[src/rtl/spi_reg_pkg.sv]
// Shared frame geometry, register map and FSM state type for the SPI register bank.
package spi_reg_pkg;

  localparam int unsigned FRAME_W = 16;
  localparam int unsigned ADDR_W  = 7;
  localparam int unsigned DATA_W  = 8;
  localparam int unsigned CNT_W   = 5;

  // Bit counter values: a full frame, and the saturating overflow marker
  localparam logic [CNT_W-1:0] CNT_FULL = 5'd16;
  localparam logic [CNT_W-1:0] CNT_OVF  = 5'd17;

  localparam logic [ADDR_W-1:0] ADDR_EN_OUT_LO = 7'h00;
  localparam logic [ADDR_W-1:0] ADDR_EN_OUT_HI = 7'h01;
  localparam logic [ADDR_W-1:0] ADDR_EN_PWM_LO = 7'h02;
  localparam logic [ADDR_W-1:0] ADDR_EN_PWM_HI = 7'h03;
  localparam logic [ADDR_W-1:0] ADDR_DUTY      = 7'h04;

  typedef enum logic [1:0] {
    ST_IDLE   = 2'd0,
    ST_SHIFT  = 2'd1,
    ST_COMMIT = 2'd2
  } state_t;

endpackage

[src/rtl/sync_edge_det.sv]
// Multi-flop synchroniser with one history flop and registered rise/fall pulses.
// level, rise and fall are mutually aligned (all change on the same clk edge).
module sync_edge_det #(
  parameter int unsigned STAGES  = 2,
  parameter logic        RST_VAL = 1'b0
) (
  input  logic clk,
  input  logic rst,
  input  logic din,
  output logic level,
  output logic rise,
  output logic fall
);

  logic [STAGES-1:0] chain;
  logic              hist;

  // Resynchronise din and derive single-cycle edge pulses from the settled sample
  always_ff @(posedge clk or posedge rst) begin
    if (rst) begin
      chain <= {STAGES{RST_VAL}};
      hist  <= RST_VAL;
      rise  <= 1'b0;
      fall  <= 1'b0;
    end else begin
      chain <= {chain[STAGES-2:0], din};
      hist  <= chain[STAGES-1];
      rise  <= chain[STAGES-1] & ~hist;
      fall  <= ~chain[STAGES-1] & hist;
    end
  end

  assign level = hist;

endmodule

[src/rtl/spi_reg_bank.sv]
// SPI mode-0 target holding the five pwm_peripheral control registers.
// Optional feature macro: SPI_READBACK_EN (read frames shift register data out on cipo).
module spi_reg_bank
  import spi_reg_pkg::*;
#(
  parameter int unsigned SYNC_STAGES = 2,
  parameter int unsigned MAX_ADDR    = 4
) (
  input  logic              clk,
  input  logic              rst,
  input  logic              sclk,
  input  logic              copi,
  input  logic              ncs,
  output logic              cipo,
  output logic [DATA_W-1:0] en_reg_out_7_0,
  output logic [DATA_W-1:0] en_reg_out_15_8,
  output logic [DATA_W-1:0] en_reg_pwm_7_0,
  output logic [DATA_W-1:0] en_reg_pwm_15_8,
  output logic [DATA_W-1:0] pwm_duty_cycle,
  output logic              wr_strobe
);

  localparam logic [ADDR_W-1:0] MAX_ADDR_V = ADDR_W'(MAX_ADDR);

  logic sclk_s, sclk_rise, sclk_fall;
  logic copi_s, copi_rise, copi_fall;
  logic ncs_s, ncs_rise, ncs_fall;

  state_t             state;
  logic [CNT_W-1:0]   bit_cnt;
  logic [FRAME_W-1:0] shreg;
  logic [FRAME_W-1:0] shreg_nxt;
  logic [ADDR_W-1:0]  frame_addr;
  logic [DATA_W-1:0]  frame_data;
  logic               frame_ok;

  sync_edge_det #(.STAGES(SYNC_STAGES), .RST_VAL(1'b0)) u_sync_sclk (
    .clk(clk), .rst(rst), .din(sclk), .level(sclk_s), .rise(sclk_rise), .fall(sclk_fall)
  );

  sync_edge_det #(.STAGES(SYNC_STAGES), .RST_VAL(1'b0)) u_sync_copi (
    .clk(clk), .rst(rst), .din(copi), .level(copi_s), .rise(copi_rise), .fall(copi_fall)
  );

  sync_edge_det #(.STAGES(SYNC_STAGES), .RST_VAL(1'b1)) u_sync_ncs (
    .clk(clk), .rst(rst), .din(ncs), .level(ncs_s), .rise(ncs_rise), .fall(ncs_fall)
  );

  assign shreg_nxt  = {shreg[FRAME_W-2:0], copi_s};
  assign frame_addr = shreg[FRAME_W-2:DATA_W];
  assign frame_data = shreg[DATA_W-1:0];
  assign frame_ok   = (bit_cnt == CNT_FULL) && shreg[FRAME_W-1] && (frame_addr <= MAX_ADDR_V);

  // Frame FSM: collect bits while selected, commit a valid write on deselect
  always_ff @(posedge clk or posedge rst) begin
    if (rst) begin
      state           <= ST_IDLE;
      bit_cnt         <= '0;
      shreg           <= '0;
      wr_strobe       <= 1'b0;
      en_reg_out_7_0  <= '0;
      en_reg_out_15_8 <= '0;
      en_reg_pwm_7_0  <= '0;
      en_reg_pwm_15_8 <= '0;
      pwm_duty_cycle  <= '0;
    end else begin
      wr_strobe <= 1'b0;
      case (state)
        ST_IDLE, ST_COMMIT: begin
          state <= ST_IDLE;
          if (ncs_fall) begin
            bit_cnt <= '0;
            shreg   <= '0;
            state   <= ST_SHIFT;
          end
        end
        ST_SHIFT: begin
          if (ncs_rise) begin
            state <= ST_COMMIT;
            if (frame_ok) begin
              wr_strobe <= 1'b1;
              case (frame_addr)
                ADDR_EN_OUT_LO: en_reg_out_7_0  <= frame_data;
                ADDR_EN_OUT_HI: en_reg_out_15_8 <= frame_data;
                ADDR_EN_PWM_LO: en_reg_pwm_7_0  <= frame_data;
                ADDR_EN_PWM_HI: en_reg_pwm_15_8 <= frame_data;
                ADDR_DUTY:      pwm_duty_cycle  <= frame_data;
                default:        ;
              endcase
            end
          end else if (sclk_rise) begin
            shreg <= shreg_nxt;
            if (bit_cnt != CNT_OVF) begin
              bit_cnt <= bit_cnt + CNT_W'(1);
            end
          end
        end
        default: state <= ST_IDLE;
      endcase
    end
  end

`ifdef SPI_READBACK_EN
  logic [DATA_W-1:0] tx_shreg;
  logic [DATA_W-1:0] rd_data;
  logic [ADDR_W-1:0] rd_addr;
  logic              unused_sync;

  assign rd_addr     = shreg_nxt[ADDR_W-1:0];
  assign unused_sync = ^{sclk_s, copi_rise, copi_fall};

  // Register read mux; out-of-range addresses read as zero
  always_comb begin
    rd_data = '0;
    if (rd_addr <= MAX_ADDR_V) begin
      case (rd_addr)
        ADDR_EN_OUT_LO: rd_data = en_reg_out_7_0;
        ADDR_EN_OUT_HI: rd_data = en_reg_out_15_8;
        ADDR_EN_PWM_LO: rd_data = en_reg_pwm_7_0;
        ADDR_EN_PWM_HI: rd_data = en_reg_pwm_15_8;
        ADDR_DUTY:      rd_data = pwm_duty_cycle;
        default:        rd_data = '0;
      endcase
    end
  end

  // Load on the 8th rising edge; the falling edge right after it is skipped so
  // the MSB is held for the controller's 9th sample
  always_ff @(posedge clk or posedge rst) begin
    if (rst) begin
      tx_shreg <= '0;
    end else if (state == ST_SHIFT && !ncs_rise) begin
      if (sclk_rise && bit_cnt == CNT_W'(7)) begin
        tx_shreg <= shreg_nxt[DATA_W-1] ? '0 : rd_data;
      end else if (sclk_fall && bit_cnt >= CNT_W'(9)) begin
        tx_shreg <= {tx_shreg[DATA_W-2:0], 1'b0};
      end
    end else if (ncs_fall) begin
      tx_shreg <= '0;
    end
  end

  assign cipo = ~ncs_s & tx_shreg[DATA_W-1];
`else
  logic unused_sync;

  assign unused_sync = ^{sclk_s, sclk_fall, copi_rise, copi_fall, ncs_s};
  assign cipo        = 1'b0;
`endif

endmodule

[config.mk]
export PLATFORM = sky130hd
export DESIGN_NAME = spi_reg_bank
export DESIGN_NICKNAME = d
export VERILOG_FILES = /design/src/rtl/spi_reg_pkg.sv /design/src/rtl/sync_edge_det.sv /design/src/rtl/spi_reg_bank.sv
export SDC_FILE = /design/constraint.sdc
export NUM_CORES = 1
export LEC_CHECK = 0
export ABC_AREA = 1
export CAP_MARGIN = 20
export CELL_PAD_IN_SITES_DETAIL_PLACEMENT = 1
export CELL_PAD_IN_SITES_GLOBAL_PLACEMENT = 1
export CORE_ASPECT_RATIO = 1.5
export CORE_MARGIN = 3
export CORE_UTILIZATION = 30
export CTS_CLUSTER_SIZE = 28
export DETAILED_ROUTE_END_ITERATION = 10
export HOLD_SLACK_MARGIN = 0.06
export PLACE_DENSITY_LB_ADDON = 0.25
export SLEW_MARGIN = 20
export SYNTH_ARGS = -nofsm -noshare
export SYNTH_HDL_FRONTEND = slang
export SYNTH_SLANG_ARGS = --single-unit
[constraint.sdc]
create_clock -name clk -period 2.6 [get_ports clk]
set_input_delay 0.39 -clock clk [delete_from_list [all_inputs] [get_ports clk]]
set_output_delay 0.39 -clock clk [all_outputs]
set_load 0.01 [all_outputs]
# [Word-level counts from Yosys, hierarchy flattened]
# Cells that the tools add are included.
[op_classes] addsub=1 magnitude_cmp=1 eq_ne=13 muxes=15 n_bitwise=6 n_reduce_logical=13
[ops] operator="$mux W16" n=3
[ops] operator="$pmux W16 S2" n=1
[ops] operator="$reduce_and A4 Y1" n=6
[ops] operator="$mux W5" n=4
[ops] operator="$eq A7 B2 Y1 const B" n=2
[ops] operator="$pmux W5 S2" n=1
[ops] operator="$eq A7 B1 Y1 const B" n=1
[ops] operator="$eq A7 B3 Y1 const B" n=1
[ops] operator="$le A7 B3 Y1 const B" n=1
[ops] operator="$logic_not A7 Y1" n=1
[ops] operator="$ne A2 B1 Y1 const B" n=3
[ops] operator="$add A5 B1 Y5 const B" n=1
[ops] operator="$eq A5 B5 Y1 const B" n=1
[ops] operator="$ne A5 B5 Y1 const B" n=1
[ops] operator="$reduce_and A5 Y1" n=1
[ops] operator="$mux W1" n=4
[ops] operator="$ne A2 B2 Y1 const B" n=2
[ops] operator="$pmux W2 S2" n=1
[ops] operator="$and A1 B1 Y1" n=3
[ops] operator="$not A1 Y1" n=3
[ops] operator="$eq A2 B1 Y1 const B" n=1
[ops] operator="$eq A2 B2 Y1 const B" n=1
[ops] operator="$logic_and A1 B1 Y1" n=2
[ops] operator="$logic_not A2 Y1" n=1
[ops] operator="other kinds (3)" n=3
[word_totals] regBits=76 input_bits=5 out_inout_bits=42 word_cells=67

# [Depth between registers and ports, before layout]
[logic_depth] word_depth=6 ltp_mapped=10 depth_no_buf=10

# [Cells and area by module]
# A second synthesis with hierarchy kept.
[hier_totals] cells_unflattened=355 area_unflattened_um2=3522.1
[modules_own_cells] module="spi_reg_bank" n_inst=1 cells_each=325 area_each_um2=3086.7 seq_area_each_um2=1601.5
[modules_own_cells] module="sync_edge_det (u_sync_copi ...)" n_inst=2 cells_each=10 area_each_um2=143.9 seq_area_each_um2=125.1
[modules_own_cells] module="sync_edge_det (u_sync_ncs)" n_inst=1 cells_each=10 area_each_um2=147.6 seq_area_each_um2=128.9

# [Worst setup path before layout]
# No wires, ideal clock.
[synth_path] path_type="reg-to-reg" start="register bit_cnt[0]" end="register en_reg_pwm_15_8[0]" setup_ps=119 arrival_ps=1319 required_time_ps=2481 setup_slack_ps=1162 path_stages_with_launch=10 n_path_buf=0 synth_period_minus_slack_ps=1438 cell_sequence="dfrtp_1 > inv_1 > ha_1 > nand2_1 > inv_1 > nand3_1 > nor2_4 > nand4_1 > nand2_1 > nand2_1"
[synth_via] elab_chain_cells=4
[synth_rtl] item="start: declaration" line="spi_reg_bank.sv:30" source="logic [CNT_W-1:0] bit_cnt;"
[synth_rtl] item="start signal: assignment" line="spi_reg_bank.sv:94" source="bit_cnt <= bit_cnt + CNT_W'(1);"
[synth_rtl] item="$eq A5 B5 Y1" line="spi_reg_bank.sv:52" source="assign frame_ok = (bit_cnt == CNT_FULL) && shreg[FRAME_W-1] && (frame_addr <= MAX_ADDR_V);"
[synth_rtl] item="$logic_and A1 B1 Y1 (2 in series)" line="spi_reg_bank.sv:52"
[synth_rtl] item="$reduce_and A4 Y1 (no line)"
[synth_rtl] item="end signal: assignment" line="spi_reg_bank.sv:86" source="ADDR_EN_PWM_HI: en_reg_pwm_15_8 <= frame_data;"
[synth_rtl] item="end: declaration" line="spi_reg_bank.sv:18" source="output logic [DATA_W-1:0] en_reg_pwm_15_8,"
# No other way between the ends.
# A chain may end at the register's enable or synchronous reset.

# [Worst setup path after layout]
[layout_path] start="register bit_cnt[1]" end="register en_reg_pwm_15_8[6]"
# Same word-level chain as after synthesis.

==> out/summary.txt <==
Fmax -> 566 MHz
Postcts setup bufs -> 0
Initial DRC Count -> 96
Fin Clk Skew -> 0.00651 ns
Global-route wire length before repair -> 12.6 mm
GRT overflow -> 0
Post-layout min period -> 1.77 ns
Worst setup EP type -> flip-flop
Fin area -> 0.00404 mm²
Diode count -> 0
Synth Warn # -> 0
DRT antenna net count -> 0
Critical Path Fanout Max -> 8
Die height -> 131 µm
Total wire length -> 7.46 mm
Synth top area cells -> dfrtp_1 (58%), nand2_1 (13%), inv_1 (3.6%)
WP data required -> 2.82 ns
GR Util All Layers -> 14.2%
Vias -> 2253
Setup_tns -> 0 ns
Critical Path, Cell by Cell -> inv_1, ha_1, nand2_1, inv_1, nand3_1, nor2_4, nand4_1, nand2_1, nand2_1
Synth top area share -> 58.2%
Root Driver -> clkbuf_16
FF+latch count, synth -> 76
Outcome -> finished, final reports clean
Most used cell, CP -> nand2_1
Sinks on the clock net -> 76
Tightest Pin Transition -> 0.629 ns
Finished Layout Cells -> 518
Footprint of the multi-input gates -> 0.00107 mm²
FP Rows -> 45
Avg Cell Area, Syn -> 9.87 µm²
Drt via density -> 4.35
Synth async-reset ratio -> 100%
Deepest clock path buffer count -> 2
Nets -> 380
Fin. Hold Viols -> 0
Post-synth EDFFs -> 0
Peak supply drop -> 0.314 mV
Initial Util -> 30.8%
IO Pins -> 47
Number of port buffers -> 45
Clock tree from TritonCTS -> yes
Die area -> 0.0117 mm²
Slowest stage delay, CP -> 0.40 ns
Post-synthesis cell area -> 0.00314 mm²
Drt pass-1 iters -> 4
Critical path data arrival time -> 1.99 ns
DRC Markers -> 0
Post-CTS Hold Buffers -> 0
Final setup vio count -> 0
Area Overhead vs Synth -> 28.8%
PD cells -> 648 mW/mm²
Initial antenna violation count -> 0
Top cells by count, synth -> nand2_1 (111), dfrtp_1 (73), inv_1 (30)
Die width -> 89.5 µm
Netlist cell types -> 24
Ys flop type -> dfrtp_1
Post-CTS resize count -> 0
Core area -> 0.0102 mm²
RD Place Congestion -> 0.759
Placed cell count -> 502
Slew HR -> 58.0%
Clk Latency, worst-skew pair -> 0.34 ns
Seq/Total Area, Yosys -> 60.7%
Clock slew at reported path FFs -> 0.06 ns
Cells after Synth -> 318
Post-DP HPWL -> 5.31 mm
Startpoint Class -> flip-flop
Placed inst area -> 0.00376 mm²
Final core occ -> 39.7%
Vias in the first global route -> 2449
Synth area leader -> dfrtp_1
Max cap viols -> 0
Total power -> 2.62 mW
H-tree depth -> 3
Leak pwr -> 1.93 nW
Post-synthesis net count -> 326
Fin crit share -> 68.0%
Hold/Removal Path Class -> reg -> reg
Setup CP Type -> reg -> reg
Fraction of layout cells with a size suffix above 1 -> 14.3%
Largest net degree at the start of global routing -> 29
Most frequent cell after synthesis -> nand2_1
Slew Limit Fails -> 0
WL/cell -> 14.4 µm
TritonCTS Buffers -> 9
RSZ-0062 raised after global routing -> false
Slowest-stage cell, CP -> dfrtp_1
Register area -> 0.00191 mm²
Fill cell count -> 1158
critical path, delay by kind of cell (launching register included):
kind / cells / cell delay, ns
flops: 1 / 0.40
simple gates: 6 / 0.93
fa+ha+maj: 1 / 0.16
buf+inv: 2 / 0.16
kinds of logic (layout without fill, tap and decap cells):
family	Yosys count	count (layout)	synth area share (%)
xor gates and xnor gates	3	3	0.837
buffers and inverters	36	95	5.14
other	1	1	0.120
AOI/OAI and AO/OA	32	32	6.98
adders and majority gates	3	3	1.20
DFF	76	76	60.7
and+or+nand+nor	167	167	25.0
area by class of cell:
class / instances / area share (%)
Clock buffer: 11 / 6.00
Inverter: 32 / 2.97
Timing Repair Buffer: 47 / 12.1
Multi-Input combinational cell: 206 / 26.5
Clock inverter: 5 / 0.898
Sequential cell: 76 / 47.1
Tap cell: 141 / 4.36
cell usage in the layout, fill, tap and decap left out, types with 3 or more instances in the layout:
cell             synthesis  final
ha_1                     3      3
nand2_4                  4      4
nand2_1                111    111
nand3_1                 14     14
dfstp_2                  3      3
nand2_2                  7      7
o21ai_2                  8      8
nor2_4                   9      9
nor2_1                  18     18
inv_1                   30     29
dfrtp_1                 73     73
o22ai_1                 14     14
clkbuf_16                0      9
clkdlybuf4s50_1          0     45
o21ai_0                  8      8
inv_2                    2      3
state kept, by name, summed over array words and instances, names as in the netlist, 2 cells and up:
register / count
bit_cnt: 5
en_reg_out_15_8: 8
en_reg_out_7_0: 8
en_reg_pwm_15_8: 8
en_reg_pwm_7_0: 8
pwm_duty_cycle: 8
shreg: 16
state: 2
u_sync_copi.chain: 2
u_sync_ncs.chain: 2
u_sync_sclk.chain: 2
path summary, 6_finish.rpt:
| check | startpoint | endpoint | slack [ns] | depth (start not counted) |
|---|---|---|---|---|
| worst max-delay path | bit_cnt[1] | en_reg_pwm_15_8[6] | 0.83 | 9 |
| worst min-delay path | u_sync_copi.chain[1] | u_sync_copi.level | 0.35 | 0 |
| worst max register to register | bit_cnt[1] | en_reg_pwm_15_8[6] | 0.83 | 9 |
| worst min register to register | u_sync_copi.chain[1] | u_sync_copi.level | 0.35 | 0 |
| max in group asynchronous | rst | en_reg_out_15_8[5] | 1.56 | 3 |
| min in group asynchronous | rst | u_sync_sclk.chain[1] | 0.46 | 2 |
per-stage QoR:
stage	worst slack [ns]	hold WS, ns
final	0.833	0.348
after CTS	0.793	0.352
after global placement	0.879	0.331
after detailed placement	0.831	0.338
after floorplan	0.277	0.331
after global routing	0.652	0.353
routing by layer:
metal / vias up / global-route usage (%) / wire, µm
met5: - / 0 / 0
met4: 0 / 6.87 / 201
met3: 12 / 2.76 / 219
met2: 35 / 22.4 / 3770
met1: 1096 / 18.2 / 3260
li1: 1110 / - / -
power by group:
| group | internal [mW] | switching [mW] | leakage [nW] | total [mW] |
|---|---|---|---|---|
| combinational | 0.0576 | 0.130 | 0.758 | 0.188 |
| clock | 0.675 | 0.489 | 0.140 | 1.16 |
| sequential | 1.22 | 0.0469 | 1.03 | 1.27 |
Note: power is estimated with default switching activity, not from simulation.
